===== config.mk =====
export PLATFORM = sky130hd
export DESIGN_NAME = sr_drive_ctrl
export DESIGN_NICKNAME = d
export VERILOG_FILES = /design/src/rtl/sr_drive_pkg.sv /design/src/rtl/sr_drive_ctrl_sync_debounce.sv /design/src/rtl/sr_drive_ctrl.sv
export SDC_FILE = /design/constraint.sdc
export NUM_CORES = 1
export LEC_CHECK = 0
export CAP_MARGIN = 20
export CORE_UTILIZATION = 35
export CTS_CLUSTER_SIZE = 10
export DETAILED_ROUTE_END_ITERATION = 12
export GPL_TIMING_DRIVEN = 0
export PLACE_DENSITY = 0.57
export SLEW_MARGIN = 20
export SYNTH_ARGS = -nofsm -noshare
export SYNTH_HDL_FRONTEND = slang
export SYNTH_SLANG_ARGS = --single-unit

===== constraint.sdc =====
create_clock -name clk -period 4.7 [get_ports clk]
set_input_delay 0.94 -clock clk [delete_from_list [all_inputs] [get_ports clk]]
set_output_delay 0.94 -clock clk [all_outputs]
set_load 0.005 [all_outputs]

===== src/rtl/sr_drive_pkg.sv =====
// Shared definitions for sr_drive_ctrl: FSM state encodings, default
// parameter values and the minimum spacing between latch pulses.
package sr_drive_pkg;

   localparam logic [1:0] ST_IDLE  = 2'd0;
   localparam logic [1:0] ST_SET_P = 2'd1;
   localparam logic [1:0] ST_RST_P = 2'd2;
   localparam logic [1:0] ST_GUARD = 2'd3;

   typedef enum logic [1:0] {
      IDLE  = ST_IDLE,
      SET_P = ST_SET_P,
      RST_P = ST_RST_P,
      GUARD = ST_GUARD
   } state_t;

   localparam int DEF_SYNC_STAGES  = 2;
   localparam int DEF_DB_CYCLES    = 4;
   localparam int DEF_PULSE_CYCLES = 2;
   localparam int DEF_CNT_W        = 8;

   // Cycles from the fall of one pulse to the rise of the next (GUARD + IDLE decision)
   localparam int MIN_SPACING = 2;

endpackage


===== src/rtl/sr_drive_ctrl_sync_debounce.sv =====
// Input conditioner for one raw request: synchronizer chain, debounce counter
// and a one-cycle event on each rising edge of the debounced level.
module sr_sync_debounce
   import sr_drive_pkg::*;
#(
   parameter int SYNC_STAGES = DEF_SYNC_STAGES,
   parameter int DB_CYCLES   = DEF_DB_CYCLES
)(
   input  logic clk,
   input  logic rst,
   input  logic raw,
   output logic ev
);

   localparam int CW = $clog2(DB_CYCLES + 1);

   logic [SYNC_STAGES-1:0] chain;
   logic                   synced;
   logic                   level;
   logic                   level_d;
   logic [CW-1:0]          cnt;

   assign synced = chain[SYNC_STAGES-1];

   // The level flips on the edge where the mismatch run would reach DB_CYCLES
   always_ff @(posedge clk or posedge rst) begin
      if (rst) begin
         chain   <= '0;
         level   <= 1'b0;
         level_d <= 1'b0;
         cnt     <= '0;
         ev      <= 1'b0;
      end else begin
         chain   <= {chain[SYNC_STAGES-2:0], raw};
         level_d <= level;
         ev      <= level & ~level_d;
         if (synced == level) begin
            cnt <= '0;
         end else if (cnt == CW'(DB_CYCLES - 1)) begin
            level <= ~level;
            cnt   <= '0;
         end else begin
            cnt <= cnt + CW'(1);
         end
      end
   end

endmodule


===== src/rtl/sr_drive_ctrl.sv =====
// Drives an S/R latch with debounced, mutually exclusive fixed-width pulses.
// Optional macro SR_DRIVE_SHADOW_EN adds the q_shadow output and redundant-command dropping.
module sr_drive_ctrl
   import sr_drive_pkg::*;
#(
   parameter int SYNC_STAGES  = DEF_SYNC_STAGES,
   parameter int DB_CYCLES    = DEF_DB_CYCLES,
   parameter int PULSE_CYCLES = DEF_PULSE_CYCLES,
   parameter int CNT_W        = DEF_CNT_W
)(
   input  logic             clk,
   input  logic             rst,
   input  logic             set_req,
   input  logic             reset_req,
   output logic             s,
   output logic             r,
   output logic             busy,
   output logic [CNT_W-1:0] conflict_cnt
`ifdef SR_DRIVE_SHADOW_EN
   ,
   output logic             q_shadow
`endif
);

   localparam int GUARD_LEN = MIN_SPACING - 1;
   localparam int PMAX      = (PULSE_CYCLES > GUARD_LEN) ? PULSE_CYCLES : GUARD_LEN;
   localparam int PW        = (PMAX > 1) ? $clog2(PMAX) : 1;

   state_t        state;
   logic [PW-1:0] pcnt;
   logic          set_ev;
   logic          rst_ev;
   logic          set_pend;
   logic          rst_pend;
   logic          set_cand;
   logic          rst_cand;
   logic          drop;
   logic          pulse_done;
   logic          guard_done;

   sr_sync_debounce #(
      .SYNC_STAGES (SYNC_STAGES),
      .DB_CYCLES   (DB_CYCLES)
   ) u_set_cond (
      .clk (clk),
      .rst (rst),
      .raw (set_req),
      .ev  (set_ev)
   );

   sr_sync_debounce #(
      .SYNC_STAGES (SYNC_STAGES),
      .DB_CYCLES   (DB_CYCLES)
   ) u_rst_cond (
      .clk (clk),
      .rst (rst),
      .raw (reset_req),
      .ev  (rst_ev)
   );

   assign set_cand   = set_ev | set_pend;
   assign rst_cand   = rst_ev | rst_pend;
   assign pulse_done = (pcnt == PW'(PULSE_CYCLES - 1));
   assign guard_done = (pcnt == PW'(GUARD_LEN - 1));

`ifdef SR_DRIVE_SHADOW_EN
   // A command that would leave the latch where it already is gets dropped
   assign drop = rst_cand ? ~q_shadow : (set_cand & q_shadow);

   always_ff @(posedge clk or posedge rst) begin
      if (rst) begin
         q_shadow <= 1'b0;
      end else if (pulse_done && state == SET_P) begin
         q_shadow <= 1'b1;
      end else if (pulse_done && state == RST_P) begin
         q_shadow <= 1'b0;
      end
   end
`else
   assign drop = 1'b0;
`endif

   // Reset wins a same-cycle contest; the losing set is discarded, not kept pending
   always_ff @(posedge clk or posedge rst) begin
      if (rst) begin
         state        <= IDLE;
         pcnt         <= '0;
         s            <= 1'b0;
         r            <= 1'b0;
         busy         <= 1'b0;
         set_pend     <= 1'b0;
         rst_pend     <= 1'b0;
         conflict_cnt <= '0;
      end else begin
         case (state)
            IDLE: begin
               pcnt <= '0;
               if (rst_cand && set_cand && conflict_cnt != '1) begin
                  conflict_cnt <= conflict_cnt + CNT_W'(1);
               end
               if (rst_cand) begin
                  rst_pend <= 1'b0;
                  set_pend <= 1'b0;
                  if (!drop) begin
                     state <= RST_P;
                     r     <= 1'b1;
                     busy  <= 1'b1;
                  end
               end else if (set_cand) begin
                  set_pend <= 1'b0;
                  if (!drop) begin
                     state <= SET_P;
                     s     <= 1'b1;
                     busy  <= 1'b1;
                  end
               end
            end
            SET_P, RST_P: begin
               if (set_ev) set_pend <= 1'b1;
               if (rst_ev) rst_pend <= 1'b1;
               if (pulse_done) begin
                  state <= GUARD;
                  s     <= 1'b0;
                  r     <= 1'b0;
                  pcnt  <= '0;
               end else begin
                  pcnt <= pcnt + PW'(1);
               end
            end
            GUARD: begin
               if (set_ev) set_pend <= 1'b1;
               if (rst_ev) rst_pend <= 1'b1;
               if (guard_done) begin
                  state <= IDLE;
                  busy  <= 1'b0;
                  pcnt  <= '0;
               end else begin
                  pcnt <= pcnt + PW'(1);
               end
            end
            default: begin
               state <= IDLE;
            end
         endcase
      end
   end

endmodule


Word level (Yosys, flattened, before mapping)
Cells that the tools add are included.
{"block": "totals", "output_inout_bits": 11, "ff_bits": 32, "word_cells": 92, "in_bits": 4}
{"block": "op_classes", "bitwise": 10, "n_addsub": 4, "mux": 28, "n_eq_ne": 16, "reduce_logical": 16}
{"cell": "2-to-1 mux 1 bit", "count": 13}
{"cell": "2-to-1 mux 3 bit", "count": 4}
{"cell": "inequality test 2 bit (second input constant)", "count": 5}
{"cell": "case mux 1 bit (2 select lines)", "count": 5}
{"cell": "AND reduction 2 bit", "count": 5}
{"cell": "AND reduction 3 bit", "count": 3}
{"cell": "adder 8 x 1 -> 8 bit (second input constant)", "count": 1}
{"cell": "2-to-1 mux 2 bit", "count": 4}
{"cell": "inequality test 8 bit (second input constant)", "count": 1}
{"cell": "adder 3 x 1 -> 3 bit (second input constant)", "count": 2}
{"cell": "equality test 3 x 2 -> 1 bit (second input constant)", "count": 2}
{"cell": "inverter 1 bit", "count": 6}
{"cell": "case mux 2 bit (3 select lines)", "count": 1}
{"cell": "equality test 2 bit (second input constant)", "count": 2}
{"cell": "inequality test 2 x 1 -> 1 bit (second input constant)", "count": 2}
{"cell": "AND reduction 4 bit", "count": 1}
{"cell": "nonzero test 2 bit", "count": 2}
{"cell": "inequality test 3 bit (second input constant)", "count": 1}
{"cell": "case mux 1 bit (3 select lines)", "count": 1}
{"cell": "OR reduction 3 bit", "count": 1}
{"cell": "bitwise AND 1 bit", "count": 2}
{"cell": "equality test 1 bit", "count": 2}
{"cell": "equality test 2 x 1 -> 1 bit (second input constant)", "count": 1}
{"cell": "logical AND 1 bit", "count": 2}
{"cell": "4 further kinds", "count": 5}

Depth between registers and ports, before layout
{"block": "logic_depth", "ltp_word": 4, "depth_mapped": 5}

Cells and area by module
A second synthesis with hierarchy kept.
{"block": "hier_totals", "hier_cells": 108, "hier_area_um2": 1385.1}
{"mod": "sr_drive_ctrl", "instances": 1, "cells_each": 74, "area_each_um2": 822.0}
{"mod": "sr_sync_debounce", "instances": 2, "cells_each": 17, "area_each_um2": 281.5}

Least setup slack after synthesis
No wires, ideal clock.
{"block": "synth_path", "path_kind": "reg-to-reg", "from": "register state[0]", "to": "register state[0]", "path_stages_with_launch": 6, "setup_time_ns": 0.125, "t_arrival_ns": 1.449, "path_slack_ns": 3.126, "period_less_slack_ns": 1.574, "t_required_ns": 4.575, "cell_sequence": "dfrtp_1 > inv_1 > ha_1 > nor2b_1 > a221o_1 > mux2_4"}
{"block": "synth_via", "elab_chain_len": 4, "word_cells_on_any_way": 10, "classes_between": "eq/ne: 6; mux: 1; reduce/logical: 3"}
{"element": "start, declared", "line_no": "sr_drive_ctrl.sv:29", "rtl": "state_t state;"}
{"element": "start signal, assigned", "line_no": "sr_drive_ctrl.sv:86", "rtl": "state <= IDLE;"}
{"element": "start signal, assigned", "line_no": "sr_drive_ctrl.sv:105", "rtl": "state <= RST_P;"}
{"element": "start signal, assigned", "line_no": "sr_drive_ctrl.sv:112", "rtl": "state <= SET_P;"}
{"element": "equality test 2 x 1 -> 1 bit / equality test 2 bit (equally long branches)", "line_no": "sr_drive_ctrl.sv:95", "rtl": "case (state)"}
{"element": "OR reduction 2 bit", "line_no": "sr_drive_ctrl.sv:95"}
{"element": "inequality test 2 bit (no source line)"}
{"element": "AND reduction 3 bit (no source line)"}
Several ways; a longest one is shown, not always the timed one.
A chain may end at the register's enable or synchronous reset.

Final worst setup path
{"block": "layout_path", "from": "register conflict_cnt[2]", "to": "output conflict_cnt[2]"}
{"element": "start, declared", "line_no": "sr_drive_ctrl.sv:18", "rtl": "output logic [CNT_W-1:0] conflict_cnt"}
{"element": "start signal, assigned", "line_no": "sr_drive_ctrl.sv:99", "rtl": "conflict_cnt <= conflict_cnt + CNT_W'(1);"}
No word-level cell between the ends.

==> flow_summary_export.csv <==
group,metric,value,unit
synthesis,synth.distinct_cells,30,
pwr,ir_drop,0.245,mV
synthesis,synth.area.top_cells,"dfrtp_1 59%, ha_1 5.5%, xnor2_1 3.9%, nor2b_1 3.7%, mux2_1 3.3%",
status,status,"finished, final reports clean",
timing,fin_setup_tns,0,ns
critical_path,worstPathMaxFanout,6,
timing,tightest_slew,0.644,ns
clocking,clkTransAtPathRegs,0.06,ns
job,drv_cap,0,
layout,diodes,0,
critical_path,critPathBufInv,1,
placement,gp_congestion,0.736,
clocking,clk_latency,0.28,ns
synthesis,synth.most_common_cell,"dfrtp_1",
clocking,ctsLongestPathBuffers,2,
min_path,hold_class,"register to register",
floorplan,die_y,64.4,um
critical_path,worstPathCellList,"clkdlybuf4s50_1",
pwr,powerDensity,625,nW/um^2
drt,drt_iter0_drc,13,
synthesis,synthCells,108,
timing,final_max_slew_viol_count,0,
synthesis,ys_seq_elements,32,
pwr,total_power,1.04,mW
critical_path,crit_path_start_kind,"register",
timing,rsz0062_at_grt,"false",
synthesis,syn_nets,118,
clocking,post_cts_buffers,0,
drt,first_pass_iters,4,
timing,relSlewSlack,57.0,%
drt,totalWireLength,2030,um
floorplan,dieArea,4150,um^2
synthesis,synth_flop_cell,"dfrtp_1",
critical_path,critical_path_arrival,1.26,ns
critical_path,critical_path_required,3.76,ns
layout,final_nets,139,
timing,skew,0.00468,ns
clocking,cts_hold_buffers,0,
placement,portBuffers,14,
layout,area_delta_synth_final,22.6,%
floorplan,start_util,36.9,%
global_route,grtUsageTotal,12.4,%
drt,vias_per_cell,4.87,
synthesis,syn_avg_cell_area,12.6,um^2
critical_path,path_depth,1,
floorplan,core_area,3690,um^2
clocking,cts_sinks,32,
timing,maxClockFrequency,0.454,GHz
clocking,cts_resized,0,
timing,setup_violations,0,
critical_path,rr_worst_depth,5,
global_route,grt_max_degree,33,
critical_path,cpMaxStageDelayCell,"clkdlybuf4s50_1",
placement,dpl.hpwl,1430,um
critical_path,cp_top_family,"buffers and inverters",
clocking,cts_tree,"built",
timing,hold_viol,0,
layout,drive_gt1_share,10.8,%
layout,multi_input_area,539,um^2
synthesis,seq_area_frac_synth,58.8,%
floorplan,fp.dieW,64.4,um
global_route,grt_pass1_wl,3730,um
drt,vias,866,
timing,period_minus_slack,2.20,ns
drt,wl_per_cell,11.4,um
synthesis,yosys.area.top_type,"dfrtp_1",
critical_path,slowest_delay,0.54,ns
drt,detail-route-antenna-nets,0,
clocking,clockRootBuffer,"clkbuf_8",
drt,post-route-drc-count,0,
clocking,htreeDepth,2,
global_route,grt_pass1_vias,885,
timing,hold_ws,0.351,ns
critical_path,crit_type,"register to output port",
critical_path,endpoint_kind,"output port",
layout,seq_area,801,um^2
synthesis,synth_edf_count,0,
clocking,numCtsBuffers,5,
synthesis,synthTopCellsByCount,"32 x dfrtp_1, 8 x nor2b_1, 6 x ha_1, 6 x inv_1, 6 x xnor2_1",
placement,pre_cts_ws,2.80,ns
synthesis,async_reset_ff_share,100,%
pwr,leakagePower,0.733,nW
synthesis,synth_top_area_share,58.8,%
floorplan,ios,15,
min_path,worstHoldPathCells,0,
floorplan,core.rowCount,22,
global_route,grt.overflow.total,0,
timing,min_period_over_period,46.9,%
timing,final.setup.worst_slack,2.50,ns
synthesis,syn_area,1360,um^2
layout,fillCellCount,354,
layout,final_core_util,45.3,%
synthesis,yosysWarnings,0,
global_route,antenna_found_initial,0,
## logic make-up after synthesis
kind of cell | after synthesis | synth area share [%]
adders and majority gates | 6 | 5.51
buffers and inverters | 6 | 1.65
xor gates and xnor gates | 6 | 3.86
AOI/OAI and AO/OA | 16 | 8.63
muxes | 7 | 6.06
DFF | 32 | 58.8
and+or+nand+nor | 35 | 15.5
## state kept, by name (all words and copies together), names as in the netlist
name,cells
pcnt,1
u_rst_cond.level_d,1
conflict_cnt,8
u_rst_cond.chain,2
r,1
u_set_cond.level_d,1
u_set_cond.ev,1
set_pend,1
busy,1
state,2
u_rst_cond.cnt,3
u_set_cond.cnt,3
u_rst_cond.ev,1
s,1
u_rst_cond.level,1
rst_pend,1
u_set_cond.chain,2
u_set_cond.level,1
## power breakdown
group	total (mW)	switching (mW)	internal (mW)
combinational	0.352	0.161	0.191
sequential	0.439	0.0718	0.367
clock	0.254	0.0969	0.157
total	1.04	0.329	0.715
## final timing paths
kind	start	endpoint	slack, ns
setup / recovery	conflict_cnt[2]	conflict_cnt[2]	2.50
hold / removal	u_rst_cond.chain[0]	u_rst_cond.chain[1]	0.35
setup reg to reg	state[0]	state[1]	3.01
hold reg to reg	u_rst_cond.chain[0]	u_rst_cond.chain[1]	0.35
max in group asynchronous	rst	conflict_cnt[6]	3.21
min in group asynchronous	rst	conflict_cnt[1]	1.06
## final cells by class
| class | count | share of cell area [%] |
|---|---|---|
| timing repair buffer | 14 | 8.39 |
| sequential | 32 | 47.9 |
| clock buffer | 6 | 4.34 |
| multi-input combinational | 70 | 32.3 |
| clock inverter | 2 | 2.10 |
| tap | 48 | 3.60 |
| inverter | 6 | 1.35 |
## stage by stage
step,area (um^2),instances
detailed placement,1560,170
global placement,1560,170
global route,1670,178
floorplan,1360,108
finish,1670,178
CTS,1670,178
## cells in the final DEF, fill, tap and decap left out, types with 2 or more instances in the layout
cell type / instances
nor3b_1: 2
a211o_1: 2
nand2b_1: 2
inv_1: 5
nand4_1: 3
nand3_1: 3
nand2_1: 4
o21ai_0: 3
ha_1: 6
mux2_1: 4
o21ai_1: 3
nor3_1: 3
and2_1: 2
xnor2_1: 6
nor2_1: 4
mux2_2: 2
clkbuf_8: 5
clkdlybuf4s50_1: 14
nor2b_1: 8
o211ai_1: 2
dfrtp_1: 32
## metal layers
metal | track usage, % | routed length [um] | up-vias
met1 | 13.1 | 920 | 414
met5 | 0 | 0 | -
li1 | - | - | 428
met4 | 10.8 | 81 | 0
met2 | 19.2 | 951 | 16
met3 | 4.82 | 80 | 8
Power figures use the tool's default switching activity.
